<file path="src/rtl/pipeline_run_ctrl.sv">
// pipeline_run_ctrl
// Run/step/halt sequencer for a 5-stage MIPS pipeline. It drives the
// pipeline-wide register enable and the PC/fetch enable. Software-style
// commands (RUN, STEP N, HALT, CLEAR) control execution. A HALT opcode seen
// in IF/ID stops fetch, drains the in-flight instructions and then freezes
// the pipeline. The block counts every cycle in which the pipeline advanced.
//
// Optional build macro: PIPELINE_RUN_CTRL_BREAKPOINT_EN adds a PC breakpoint
// (bp_valid, bp_pc, pc_IF in; bp_hit out).
//
// Ports:
//   clk               pipeline clock
//   reset             asynchronous, active-low
//   cmd_valid/ready   command handshake, taken when both are high at posedge
//   cmd_op            00 RUN, 01 STEP, 10 HALT, 11 CLEAR
//   cmd_count         cycle count for STEP
//   instruction_IF_ID IF/ID instruction register contents
//   pipe_en           enable for all pipeline registers
//   fetch_en          enable for PC update/fetch
//   busy              running, stepping or draining
//   halted            frozen after a drained HALT opcode
//   done              one-cycle completion pulse
//   cycle_count       saturating count of cycles with pipe_en=1
//   bp_valid/bp_pc    breakpoint arm and address (optional)
//   pc_IF             PC of the instruction being fetched (optional)
//   bp_hit            sticky breakpoint indication (optional)
module pipeline_run_ctrl #(
  parameter int unsigned CYCLE_W      = 32,
  parameter int unsigned STEP_W       = 16,
  parameter logic [5:0]  HALT_OPCODE  = 6'b111111,
  parameter int unsigned DRAIN_CYCLES = 4
) (
  input  logic               clk,
  input  logic               reset,
  input  logic               cmd_valid,
  output logic               cmd_ready,
  input  logic [1:0]         cmd_op,
  input  logic [STEP_W-1:0]  cmd_count,
  input  logic [31:0]        instruction_IF_ID,
`ifdef PIPELINE_RUN_CTRL_BREAKPOINT_EN
  input  logic               bp_valid,
  input  logic [31:0]        bp_pc,
  input  logic [31:0]        pc_IF,
  output logic               bp_hit,
`endif
  output logic               pipe_en,
  output logic               fetch_en,
  output logic               busy,
  output logic               halted,
  output logic               done,
  output logic [CYCLE_W-1:0] cycle_count
);

  localparam int unsigned DRAIN_W = (DRAIN_CYCLES < 2) ? 1 : $clog2(DRAIN_CYCLES + 1);

  typedef enum logic [2:0] {
    S_IDLE,
    S_RUN,
    S_STEP,
    S_DRAIN,
    S_HALTED
  } state_t;

  typedef enum logic [1:0] {
    OP_RUN   = 2'b00,
    OP_STEP  = 2'b01,
    OP_HALT  = 2'b10,
    OP_CLEAR = 2'b11
  } op_t;

  state_t              state, state_n;
  logic [STEP_W-1:0]   step_cnt, step_n;
  logic [DRAIN_W-1:0]  drain_cnt, drain_n;
  logic                done_n;
  logic                clear_cnt;
  logic                cmd_acc;
  logic                running;
  logic                halt_det;
  op_t                 op;
  logic                unused_instr_bits;

  // Only the opcode field matters here.
  assign unused_instr_bits = ^instruction_IF_ID[25:0];

  assign cmd_acc  = cmd_valid && cmd_ready;
  assign op       = op_t'(cmd_op);
  assign running  = ((state == S_RUN) || (state == S_STEP)) && pipe_en;
  assign halt_det = running && (instruction_IF_ID[31:26] == HALT_OPCODE);

`ifdef PIPELINE_RUN_CTRL_BREAKPOINT_EN
  logic bp_det;
  logic bp_n;
  assign bp_det = running && fetch_en && bp_valid && (pc_IF == bp_pc);
`endif

  always_comb begin
    state_n   = state;
    step_n    = step_cnt;
    drain_n   = drain_cnt;
    done_n    = 1'b0;
    clear_cnt = 1'b0;
`ifdef PIPELINE_RUN_CTRL_BREAKPOINT_EN
    bp_n      = cmd_acc ? 1'b0 : bp_hit;
`endif

    // Halt-opcode detection outranks step expiry, breakpoints and any
    // command taken in the same cycle; such a command is consumed unused.
    if (halt_det) begin
      step_n = '0;
      if (DRAIN_CYCLES == 0) begin
        state_n = S_HALTED;
        done_n  = 1'b1;
      end else begin
        state_n = S_DRAIN;
        drain_n = DRAIN_W'(DRAIN_CYCLES);
      end
    end
`ifdef PIPELINE_RUN_CTRL_BREAKPOINT_EN
    else if (bp_det) begin
      state_n = S_IDLE;
      step_n  = '0;
      done_n  = 1'b1;
      bp_n    = 1'b1;
    end
`endif
    else begin
      unique case (state)
        S_IDLE: begin
          if (cmd_acc) begin
            unique case (op)
              OP_RUN:  state_n = S_RUN;
              OP_STEP: begin
                if (cmd_count != '0) begin
                  state_n = S_STEP;
                  step_n  = cmd_count;
                end else begin
                  done_n = 1'b1;
                end
              end
              OP_HALT:  done_n    = 1'b1;
              OP_CLEAR: clear_cnt = 1'b1;
            endcase
          end
        end
        S_RUN: begin
          if (cmd_acc) begin
            unique case (op)
              OP_HALT: begin
                state_n = S_IDLE;
                done_n  = 1'b1;
              end
              OP_CLEAR: clear_cnt = 1'b1;
              default: ;
            endcase
          end
        end
        S_STEP: begin
          if (step_cnt <= STEP_W'(1)) begin
            state_n = S_IDLE;
            step_n  = '0;
            done_n  = 1'b1;
          end else begin
            step_n = step_cnt - STEP_W'(1);
          end
        end
        S_DRAIN: begin
          if (drain_cnt <= DRAIN_W'(1)) begin
            state_n = S_HALTED;
            drain_n = '0;
            done_n  = 1'b1;
          end else begin
            drain_n = drain_cnt - DRAIN_W'(1);
          end
        end
        S_HALTED: begin
          if (cmd_acc && (op == OP_CLEAR)) begin
            state_n   = S_IDLE;
            clear_cnt = 1'b1;
          end
        end
        default: state_n = S_IDLE;
      endcase
    end
  end

  // Outputs are decoded from the next state so they are registered and line
  // up with the state they describe.
  always_ff @(posedge clk or negedge reset) begin
    if (!reset) begin
      state       <= S_IDLE;
      step_cnt    <= '0;
      drain_cnt   <= '0;
      pipe_en     <= 1'b0;
      fetch_en    <= 1'b0;
      busy        <= 1'b0;
      halted      <= 1'b0;
      done        <= 1'b0;
      cmd_ready   <= 1'b1;  // reset lands in IDLE, which accepts commands
      cycle_count <= '0;
`ifdef PIPELINE_RUN_CTRL_BREAKPOINT_EN
      bp_hit      <= 1'b0;
`endif
    end else begin
      state     <= state_n;
      step_cnt  <= step_n;
      drain_cnt <= drain_n;
      pipe_en   <= (state_n == S_RUN) || (state_n == S_STEP) || (state_n == S_DRAIN);
      fetch_en  <= (state_n == S_RUN) || (state_n == S_STEP);
      busy      <= (state_n == S_RUN) || (state_n == S_STEP) || (state_n == S_DRAIN);
      halted    <= (state_n == S_HALTED);
      done      <= done_n;
      cmd_ready <= (state_n == S_IDLE) || (state_n == S_RUN) || (state_n == S_HALTED);
      // A CLEAR taken while running replaces that cycle's increment.
      if (clear_cnt) begin
        cycle_count <= '0;
      end else if (pipe_en && (cycle_count != '1)) begin
        cycle_count <= cycle_count + 1'b1;
      end
`ifdef PIPELINE_RUN_CTRL_BREAKPOINT_EN
      bp_hit    <= bp_n;
`endif
    end
  end

endmodule

</file>
<file path="config.mk">
export PLATFORM = sky130hd
export DESIGN_NAME = pipeline_run_ctrl
export DESIGN_NICKNAME = d
export VERILOG_FILES = /design/src/rtl/pipeline_run_ctrl.sv
export SDC_FILE = /design/constraint.sdc
export NUM_CORES = 1
export LEC_CHECK = 0
export ABC_AREA = 1
export BUFFER_PORTS_ARGS = -buffer_cell sky130_fd_sc_hd__buf_2
export CAP_MARGIN = 20
export CORE_AREA = 2 2 95 97
export CTS_CLUSTER_DIAMETER = 200
export DETAILED_ROUTE_END_ITERATION = 16
export DIE_AREA = 0 0 97 99
export PLACE_DENSITY = 0.7
export SLEW_MARGIN = 0
export SYNTH_ARGS = -nofsm -noshare
export SYNTH_HDL_FRONTEND = slang
export SYNTH_SLANG_ARGS = --single-unit
</file>
<file path="constraint.sdc">
create_clock -name clk -period 2.1 [get_ports clk]
set_input_delay 0.42 -clock clk [delete_from_list [all_inputs] [get_ports clk]]
set_output_delay 0.42 -clock clk [all_outputs]
set_load 0.03 [all_outputs]
</file>
==> impl_metrics.py <==
metrics = {
    "run_status": {
        "outcome": "completed",
    },
    "floorplan": {
        "fp-row-count": 34,
        "core_area_um2": 8550,
        "die_height_um": 99,
        "io_pins": 91,
        "die_x_um": 97,
        "initial_core_util": 0.487,
        "die_area_um2": 9600,
    },
    "routing": {
        "detail-route-antenna-nets": 0,
        "dr.pass1.iters": 4,
        "detailroute.via_count": 4054,
        "avgRoutedWirePerCell_um": 13.1,
        "route.detailed.vias_per_inst": 5.09,
        "residual_drc": 0,
        "finalWirelength_um": 10500,
        "drt-initial-drc-count": 188,
    },
    "clock_tree": {
        "hold_buffers": 0,
        "cts_sinks": 59,
        "tritoncts.num_buffers": 9,
        "insertion_delay_ns": 0.35,
        "clockRootBuffer": "sky130_fd_sc_hd__clkbuf_8",
        "path_clk_slew_ns": 0.07,
        "tritoncts": "built",
        "largest_buffer_count_on_any_clock_path": 2,
        "h-tree-depth": 3,
    },
    "global_routing": {
        "grt_remaining_overflow": 0,
        "pin_count_of_the_biggest_net_entering_global_routing": 35,
        "grt_usage": 0.231,
        "grt_pass1_wl_um": 18200,
        "antenna_found_initial": 0,
        "vias_in_the_first_global_route": 4033,
    },
    "power": {
        "total_switching_power_mw": 2.41,
        "power_density_nw_per_um2": 1100,
        "leakage_nw": 2.43,
        "seq_power_share": 0.336,
        "p_comb_frac": 0.456,
        "irDropWorstVdd_mv": 0.533,
        "net_switching_share_of_the_total_power": 0.453,
        "clock_power_share": 0.209,
        "intPower_mw": 2.91,
    },
    "timing": {
        "maxSlewViolCount": 0,
        "timing.hold.ws_ns": 0.0701,
        "min_period_ns": 1.90,
        "worst_pin_slew_ns": 0.572,
        "relSlewSlack": 0.619,
        "fmax_mhz": 525,
        "report.final.hold_viol_count": 0,
        "totalNegativeSetupSlack_ns": 0,
        "finalCritPeriodShare": 0.906,
        "grt_setup_unrepaired": "false",
        "skew_ns": 0.0133,
        "final_report_setup_violation_count": 0,
    },
    "yosys": {
        "yosysUniqueCellTypes": 38,
        "synth_largest_area_cell": "sky130_fd_sc_hd__dfrtp_1",
        "synth_ff_type": "sky130_fd_sc_hd__dfrtp_1",
        "count_of_flip_flops_with_a_built_in_enable_after_synthesis": 0,
        "synth_xor_xnor_area_share": 0.0441,
        "syn-num-nets": 668,
        "synth.cells.most_frequent": "sky130_fd_sc_hd__nand2_1 (200), sky130_fd_sc_hd__nor2_1 (82), sky130_fd_sc_hd__dfrtp_1 (58)",
        "synth_warn": 0,
        "synthArstFlopShare": 1.00,
        "syn_inst": 606,
        "yosys-mux-area-fraction": 0,
        "post_synth_fa_ha_maj_area_fraction": 0.0270,
        "syn_area_per_cell_um2": 6.88,
        "synth-compound-area-share": 0.0937,
        "post-synth-top-area-fraction": 0.348,
        "synth_top_cells_by_area": "sky130_fd_sc_hd__dfrtp_1 (35%), sky130_fd_sc_hd__nand2_1 (18%), sky130_fd_sc_hd__nor2_1 (7.4%), sky130_fd_sc_hd__nand3_1 (5.9%), sky130_fd_sc_hd__inv_1 (5.0%)",
        "synth-simple-area-share": 0.390,
        "synth.most_common_cell": "sky130_fd_sc_hd__nand2_1",
        "combinational_family_with_the_most_area_after_synthesis": "simple AND/OR/NAND/NOR gates",
        "mappedNetlistArea_um2": 4170,
        "synth.ff_latch_count": 59,
        "ys_seq_area_frac": 0.355,
    },
    "setup_path": {
        "regToRegSetupSlack_ns": 0.20,
        "worst-path-max-fanout": 13,
        "worst-endpoint-required_ns": 2.33,
        "reg2reg_from": "cycle_count[1]",
        "worst-setup-path-type": "flip-flop to flip-flop",
        "timing.critical_path.mode_cell": "sky130_fd_sc_hd__nand2_4",
        "cells_on_worst_reg2reg_path": 11,
        "worst_setup_path_end_kind": "flip-flop",
        "cp_peak_stage_delay_ns": 0.39,
        "critical_path_buffer_and_inverter_count": 1,
        "timing.critical_path.arrival_ns": 2.13,
        "timing.critical_path.from_type": "flip-flop",
        "crit_family": "simple AND/OR/NAND/NOR gates",
        "path_cells": "ha_1 -> nand3_2 -> nor2_4 -> nand2_4 -> nor2_4 -> nand2_2 -> nand2_4 -> nand2_4 -> buf_4 -> nand2_1 -> o21ai_1",
        "worst_r2r_endpoint": "cycle_count[8]",
        "cp_slowest_cell": "sky130_fd_sc_hd__dfrtp_1",
    },
    "final_layout": {
        "final-instance-count-excl-fill": 797,
        "areaGrowthSynthToFinish_pct": 16.2,
        "insertedDiodeCount": 0,
        "finish.instance_area_um2": 4840,
        "layout-drive-gt1-share": 0.199,
        "fillerInstances": 849,
        "finalCoreUtilization": 0.566,
        "fin_nets": 746,
    },
    "min_path": {
        "min_path_type": "input port to asynchronous set/reset pin",
    },
    "place": {
        "detailed_place_hpwl_um": 8050,
        "dpl_cell_area_um2": 4630,
        "dp.cells": 781,
        "place.gp.congestion": 0.981,
        "portBuffers": 64,
    },
    "flow_run": {
        "maxCapViolations": 0,
    },
}
-- placed cells by master (no fill, tap or decap), types with 3 or more instances in the layout --
master	instances
sky130_fd_sc_hd__nand2_1	200
sky130_fd_sc_hd__nor2_1	81
sky130_fd_sc_hd__buf_2	64
sky130_fd_sc_hd__dfrtp_1	58
sky130_fd_sc_hd__inv_1	56
sky130_fd_sc_hd__nand3_1	48
sky130_fd_sc_hd__o21ai_0	32
sky130_fd_sc_hd__xor2_1	18
sky130_fd_sc_hd__nor3_1	17
sky130_fd_sc_hd__buf_4	14
sky130_fd_sc_hd__o21ai_2	12
sky130_fd_sc_hd__clkbuf_8	12
sky130_fd_sc_hd__o21ai_1	9
sky130_fd_sc_hd__ha_1	9
sky130_fd_sc_hd__inv_2	8
sky130_fd_sc_hd__nand4_1	7
sky130_fd_sc_hd__nand2_2	5
sky130_fd_sc_hd__nand2_4	5
sky130_fd_sc_hd__a21oi_1	4
sky130_fd_sc_hd__xnor2_1	3
sky130_fd_sc_hd__or2_2	3
-- cell type report --
cell class                 count  area [um2]  area share
clock buffer                  14         173      0.0356
timing repair buffer          79         445      0.0920
multi-input combinational    470        2320       0.479
clock inverter                 2        35.0     0.00723
inverter                      65         256      0.0530
tap                          108         135      0.0279
sequential                    59        1480       0.305
-- how the worst max path moves through the flow --
stage,from,end,slack [ns],depth (start not counted)
final,cycle_count[1],cycle_count[8],0.20,11
after global routing,cycle_count[1],cycle_count[0],0.05,11
after CTS,cycle_count[1],cycle_count[18],0.11,9
after detailed placement,cycle_count[1],cycle_count[18],0.17,9
after global placement,cycle_count[1],cycle_count[12],0.21,9
after floorplan,cycle_count[0],cycle_count[17],0.13,12
-- power groups by stage --
stage	clock [mW]	combinational, mW	sequential, mW
finish	1.11	2.42	1.79
global route	1.19	2.72	1.83
CTS	1.12	2.44	1.78
detailed placement	0	2.43	1.79
global placement	0	2.35	1.78
floorplan	0	1.68	2.01
-- routing by layer --
layer,GRT usage,share of wire,up-vias
met5,0,0,-
met4,0.0899,0.030,0
met3,0.0496,0.049,24
met2,0.411,0.49,102
met1,0.274,0.43,1852
li1,-,-,2076
-- what timing repair did --
action                                  in CTS  in global routing
endpoints found under the setup margin       0                  3
setup buffers                                0                  0
resized for setup                            0                  2
-- sequential cells by signal (all words and copies together), names as in the netlist --
name         flops
cycle_count     32
state            3
fetch_en         1
drain_cnt        3
halted           1
step_cnt        16
done             1
cmd_ready        1
busy             1
-- stage by stage --
| stage | setup WS [ns] | total power [mW] |
|---|---|---|
| floorplan | 0.132 | 3.69 |
| global placement | 0.210 | 4.14 |
| detailed placement | 0.169 | 4.22 |
| CTS | 0.112 | 5.34 |
| global route | 0.0477 | 5.74 |
| finish | 0.197 | 5.32 |
-- kinds of logic (layout without fill, tap and decap cells) --
kind of cell | after synthesis | in the layout
simple gates | 376 | 376
xor+xnor | 21 | 21
fa+ha+maj | 9 | 9
buf+inv | 77 | 160
flops | 59 | 59
compound gates | 64 | 64
No activity file was read; power rests on OpenSTA's default activity.
